`src/rtl/serdes_cipher_engine.sv`:
```
`default_nettype none
// ============================================================================
// Module : serdes_cipher_engine
// Brief  : Two-lane serial word capture, XOR with a rotating key segment,
//          serial ciphertext emit with output backpressure.
// Rev    : 1.0  initial release
// ============================================================================
module serdes_cipher_engine #(
    parameter int W         = 8,
    parameter int KEY_W     = 128,
    parameter int LEN_W     = 4,
    parameter int MSB_FIRST = 1
) (
    input  logic             clk,
    input  logic             rst,
    input  logic             start,
    input  logic [LEN_W-1:0] frame_len,
    input  logic [KEY_W-1:0] key,
    input  logic             a_bit,
    input  logic             b_bit,
    input  logic             in_valid,
    output logic             in_ready,
    output logic             cipher_out,
    output logic             out_valid,
    input  logic             out_ready,
    output logic             busy,
    output logic             done,
    output logic [LEN_W-1:0] word_idx
);

    localparam int NSEG  = KEY_W / W;
    localparam int CNT_W = $clog2(W) + 1;

    localparam logic [CNT_W-1:0] c_cnt_last = CNT_W'(W - 1);
    localparam logic [CNT_W-1:0] c_cnt_one  = CNT_W'(1);
    localparam logic [LEN_W-1:0] c_idx_one  = LEN_W'(1);

    localparam logic [1:0] c_st_idle    = 2'd0;
    localparam logic [1:0] c_st_shift   = 2'd1;
    localparam logic [1:0] c_st_encrypt = 2'd2;
    localparam logic [1:0] c_st_output  = 2'd3;

    logic [1:0]       r_state;
    logic [1:0]       w_state_nxt;
    logic [W-1:0]     r_a;
    logic [W-1:0]     r_b;
    logic [W-1:0]     r_enc;
    logic [W-1:0]     w_enc_shift;
    logic [W-1:0]     w_key_seg;
    logic             w_emit_bit;
    logic [CNT_W-1:0] r_bit_cnt;
    logic [LEN_W-1:0] r_word_idx;
    logic [LEN_W-1:0] r_len;
    logic [KEY_W-1:0] r_key;
    logic             r_done;
    logic [31:0]      w_seg_idx;
    logic             w_in_fire;
    logic             w_last_in;
    logic             w_out_fire;
    logic             w_last_out;
    logic             w_frame_end;

    assign w_in_fire   = (r_state == c_st_shift) && in_valid;
    assign w_last_in   = w_in_fire && (r_bit_cnt == c_cnt_last);
    assign w_out_fire  = (r_state == c_st_output) && out_ready;
    assign w_last_out  = w_out_fire && (r_bit_cnt == c_cnt_last);
    assign w_frame_end = w_last_out && (r_word_idx == r_len);

    // Key segment rotates with the word index; segment 0 sits in the LSBs.
    assign w_seg_idx = 32'(r_word_idx) % 32'(NSEG);
    assign w_key_seg = W'(r_key >> (w_seg_idx * W));

    generate
        if (MSB_FIRST != 0) begin : g_msb_first
            assign w_emit_bit  = r_enc[W-1];
            assign w_enc_shift = {r_enc[W-2:0], 1'b0};
        end else begin : g_lsb_first
            assign w_emit_bit  = r_enc[0];
            assign w_enc_shift = {1'b0, r_enc[W-1:1]};
        end
    endgenerate

    assign in_ready   = (r_state == c_st_shift);
    assign out_valid  = (r_state == c_st_output);
    assign busy       = (r_state != c_st_idle);
    assign cipher_out = out_valid & w_emit_bit;
    assign done       = r_done;
    assign word_idx   = r_word_idx;

    always_ff @(posedge clk or posedge rst) begin
        if (rst) r_state <= c_st_idle;
        else     r_state <= w_state_nxt;
    end

    always_comb begin
        w_state_nxt = r_state;
        case (r_state)
            c_st_idle:    if (start) w_state_nxt = c_st_shift;
            c_st_shift:   if (w_last_in) w_state_nxt = c_st_encrypt;
            c_st_encrypt: w_state_nxt = c_st_output;
            c_st_output:  if (w_last_out) w_state_nxt = w_frame_end ? c_st_idle : c_st_shift;
            default:      w_state_nxt = c_st_idle;
        endcase
    end

    always_ff @(posedge clk or posedge rst) begin
        if (rst) begin
            r_a        <= '0;
            r_b        <= '0;
            r_enc      <= '0;
            r_bit_cnt  <= '0;
            r_word_idx <= '0;
            r_key      <= '0;
            r_len      <= '0;
            r_done     <= 1'b0;
        end else begin
            case (r_state)
                c_st_idle: begin
                    if (start) begin
                        r_key      <= key;
                        r_len      <= frame_len;
                        r_word_idx <= '0;
                        r_bit_cnt  <= '0;
                        r_a        <= '0;
                        r_b        <= '0;
                        r_done     <= 1'b0;
                    end
                end
                c_st_shift: begin
                    if (w_in_fire) begin
                        r_a       <= {r_a[W-2:0], a_bit};
                        r_b       <= {r_b[W-2:0], b_bit};
                        r_bit_cnt <= r_bit_cnt + c_cnt_one;
                    end
                end
                c_st_encrypt: begin
                    r_enc     <= r_a ^ r_b ^ w_key_seg;
                    r_bit_cnt <= '0;
                end
                default: begin
                    if (w_out_fire) begin
                        r_enc     <= w_enc_shift;
                        r_bit_cnt <= r_bit_cnt + c_cnt_one;
                        if (w_frame_end) begin
                            r_done <= 1'b1;
                        end else if (w_last_out) begin
                            r_word_idx <= r_word_idx + c_idx_one;
                            r_a        <= '0;
                            r_b        <= '0;
                            r_bit_cnt  <= '0;
                        end
                    end
                end
            endcase
        end
    end

endmodule
`default_nettype wire

```
`config.mk`:
```
export PLATFORM = sky130hd
export DESIGN_NAME = serdes_cipher_engine
export DESIGN_NICKNAME = d
export VERILOG_FILES = /design/src/rtl/serdes_cipher_engine.sv
export SDC_FILE = /design/constraint.sdc
export NUM_CORES = 1
export LEC_CHECK = 0
export CAP_MARGIN = 20
export CORE_UTILIZATION = 40
export DETAILED_ROUTE_END_ITERATION = 6
export GPL_TIMING_DRIVEN = 0
export PLACE_DENSITY_LB_ADDON = 0.08
export SLEW_MARGIN = 20
export SYNTH_ARGS = -nofsm -noshare
export SYNTH_HDL_FRONTEND = slang
export SYNTH_SLANG_ARGS = --single-unit
```
`constraint.sdc`:
```
create_clock -name clk -period 6.56 [get_ports clk]
set_input_delay 0.656 -clock clk [delete_from_list [all_inputs] [get_ports clk]]
set_output_delay 0.656 -clock clk [all_outputs]
set_load 0.005 [all_outputs]
```
==> reports/qor.yml <==
grt_max_degree: 102
ctsHoldBuffers: 0
cp_max_fo: 10
synthFlopType: "dfrtp_1"
core_area_sq_mm: 0.01953
root_buffer: "clkbuf_16"
cp.required_ps: 6870
setup_tns_ps: 0
totalWireLength_mm: 20.91
postCtsSetupRepairBufs: 0
h-tree-depth: 4
avgSynthCellArea_sq_um: 12.82
cpLargestDelayFamily: "buffers and inverters"
drtIter0Drc: 310
min_period_over_period_pct: 42.37
rsz0062_at_grt: "no"
p_leak_uw: 0.004229
slowest_delay_ps: 480
power_density_mw_per_mm2: 416.0
nNetsFinal: 936
drtAntennaViolNets: 0
ys_seq_area_share_pct: 52.32
synth-seq-cells: 167
relSlewSlack_pct: 47.25
yosys.area_share.adder_pct: 1.096
ir_drop_mv: 0.1844
startpoint_type: "register"
dp_cells: 1036
io_buffers: 147
grt_pass1_wl_mm: 32.13
avgViaCountPerCell: 5.163
area_growth_pct: 30.40
synth_nets: 769
vias: 5514
grt.total_usage_pct: 21.20
synth_top_family_by_area: "multiplexers"
status: "completed"
synth_edf_count: 0
worstSetupEndpointType: "register"
crit_type: "register to register"
synth_area_sq_mm: 0.007988
syn_inst: 623
drive_above_1_share_pct: 23.91
p_total_uw: 4333
drtPass1Iterations: 4
die_h_microns: 143.3
placed_area_sq_mm: 0.009826
synth_mux_area_share_pct: 28.76
yosys_warnings: 0
final.fill_count: 1732
max_slew.worst_pin.slew_ps: 791.2
critPathMostFrequentCell: "buf_2"
skew_ps: 8.860
cts_made_buffers: 17
synth_cell_type_count: 44
final_design_area_no_fill_sq_mm: 0.01042
cts_resized: 0
dieArea_sq_mm: 0.02054
max_freq_mhz: 359.8
period_minus_slack_ps: 2779
synth-simple-area-share_pct: 4.041
routedWlPerCell_microns: 19.58
drv_slew: 0
cts.sinks: 167
cts_tree: "yes"
drv_cap: 0
n_antenna_cell: 0
route.detailed.drc: 0
gp_congestion: 0.8298
place_hpwl_mm: 15.40
path_buf_inv: 4
min_path_type: "register to register"
crit_arrival_ps: 3090
path_cells: "inv_1 > ha_1 > buf_2 > nand2_1 > clkbuf_1 > buf_2 > mux2_2"
finalSetupViolCount: 0
synth-compound-area-share_pct: 7.597
overflow: 0
clk_pin_slew_ps: 70
yosys.area_share.xor_xnor_pct: 2.412
io_pins: 148
clock_latency_ps: 430
row_count: 51
async_reset_ff_share_pct: 100.0
final_cells: 1068
hold_violations: 0
clockBufferDepth: 2
initial_core_util_pct: 40.91
critPathSlowestCell: "dfrtp_1"
first_global_vias: 5759
antenna_found_initial: 0
dieWidth_microns: 143.3
==> synth_stat cells, types with 2 or more instances <==
cell | count | area share [%]
dfrtp_1 | 167 | 52
mux2_2 | 132 | 19
mux2i_1 | 81 | 10
nand2_1 | 34 | 1.6
a22oi_1 | 30 | 2.8
inv_1 | 24 | 1.1
xnor2_1 | 20 | 2.2
buf_2 | 17 | 1.1
clkbuf_1 | 15 | 0.70
a21oi_1 | 12 | 0.75
o21ai_0 | 10 | 0.63
nor2_1 | 9 | 0.42
a221oi_1 | 8 | 0.88
a32oi_1 | 8 | 0.88
o221ai_1 | 8 | 0.88
ha_1 | 7 | 1.1
buf_4 | 4 | 0.38
nor2b_1 | 4 | 0.31
and2_1 | 3 | 0.23
a31oi_1 | 2 | 0.16
and3_1 | 2 | 0.16
nand3_1 | 2 | 0.13
nand4_1 | 2 | 0.16
xor2_1 | 2 | 0.22
==> per-layer routing <==
layer	vias up	wire, microns	global-route usage [%]
li1	2579	-	-
met1	2756	9611	28.40
met2	154	9908	34.61
met3	25	1017	3.932
met4	0	376	7.055
met5	-	0	0
==> final timing paths <==
check                                  end  slack [ps]        from  depth (start not counted)
worst max-delay path             r_key[32]        3780  r_state[0]                          7
worst min-delay path            r_key[120]         510  r_key[120]                          1
worst max register to register   r_key[32]        3780  r_state[0]                          7
worst min register to register  r_key[120]         510  r_key[120]                          1
max in group asynchronous        r_key[15]        5000         rst                          3
min in group asynchronous           r_a[1]         680         rst                          2
==> where the power goes <==
group          internal, uW  switching, uW  total [uW]
Combinational           844            706        1550
Sequential             1510            264        1770
Clock                   570            442        1010
==> flip-flops by register name, indices dropped and copies added (netlist names), 2 cells and up <==
register and cells:
r_a 8, r_b 8, r_bit_cnt 4, r_enc 8, r_key 128, r_len 4, r_state 2, word_idx 4
==> final cells by class <==
class | count | area [sq um] | share of cell area [%]
Buffer | 40 | 211.5 | 2.030
Clock buffer | 18 | 429.2 | 4.120
Clock inverter | 14 | 161.4 | 1.550
Inverter | 24 | 97.59 | 0.9369
Multi-Input combinational cell | 392 | 3507 | 33.67
Sequential cell | 167 | 4179 | 40.12
Tap cell | 265 | 331.6 | 3.183
Timing Repair Buffer | 148 | 1499 | 14.39
==> placed cells by master, fill, tap and decap left out, types with 3 or more instances in the layout <==
| cell | synthesis | routed |
|---|---|---|
| a21oi_1 | 12 | 12 |
| o221ai_1 | 8 | 8 |
| inv_6 | 0 | 6 |
| dfrtp_1 | 167 | 167 |
| and2_1 | 3 | 3 |
| nor2_1 | 9 | 9 |
| clkinv_4 | 0 | 3 |
| a32oi_1 | 8 | 8 |
| clkbuf_1 | 15 | 16 |
| o21ai_0 | 10 | 10 |
| buf_4 | 4 | 4 |
| xnor2_1 | 20 | 20 |
| buf_2 | 17 | 17 |
| nor2b_1 | 4 | 4 |
| mux2i_1 | 81 | 81 |
| clkdlybuf4s50_1 | 0 | 147 |
| a22oi_1 | 30 | 30 |
| ha_1 | 7 | 7 |
| inv_1 | 24 | 23 |
| a221oi_1 | 8 | 8 |
| clkbuf_16 | 0 | 17 |
| clkinvlp_4 | 0 | 3 |
| mux2_2 | 132 | 132 |
| nand2_1 | 34 | 34 |
==> cells by family (layout without fill, tap and decap cells) <==
kind of cell             Yosys count  in the layout
adder cells (fa/ha/maj)            7              7
XOR/XNOR                          22             22
AND/OR/NAND/NOR                   66             66
multiplexers                     213            213
flip-flops                       167            167
AO/OA/AOI/OAI                     84             84
buffers and inverters             64            244
==> through the flow <==
stage / setup slack [ps] / utilization, % / hold slack (ps)
after floorplan: 1386 / - / 470.7
after global placement: -845.5 / 50.14 / 485.7
after detailed placement: 3609 / 50.32 / 492.8
after CTS: 3806 / 53.34 / 508.8
after global routing: 3609 / 53.34 / 513.7
final: 3781 / 53.34 / 505.4
(Power assumes the default switching activity.)
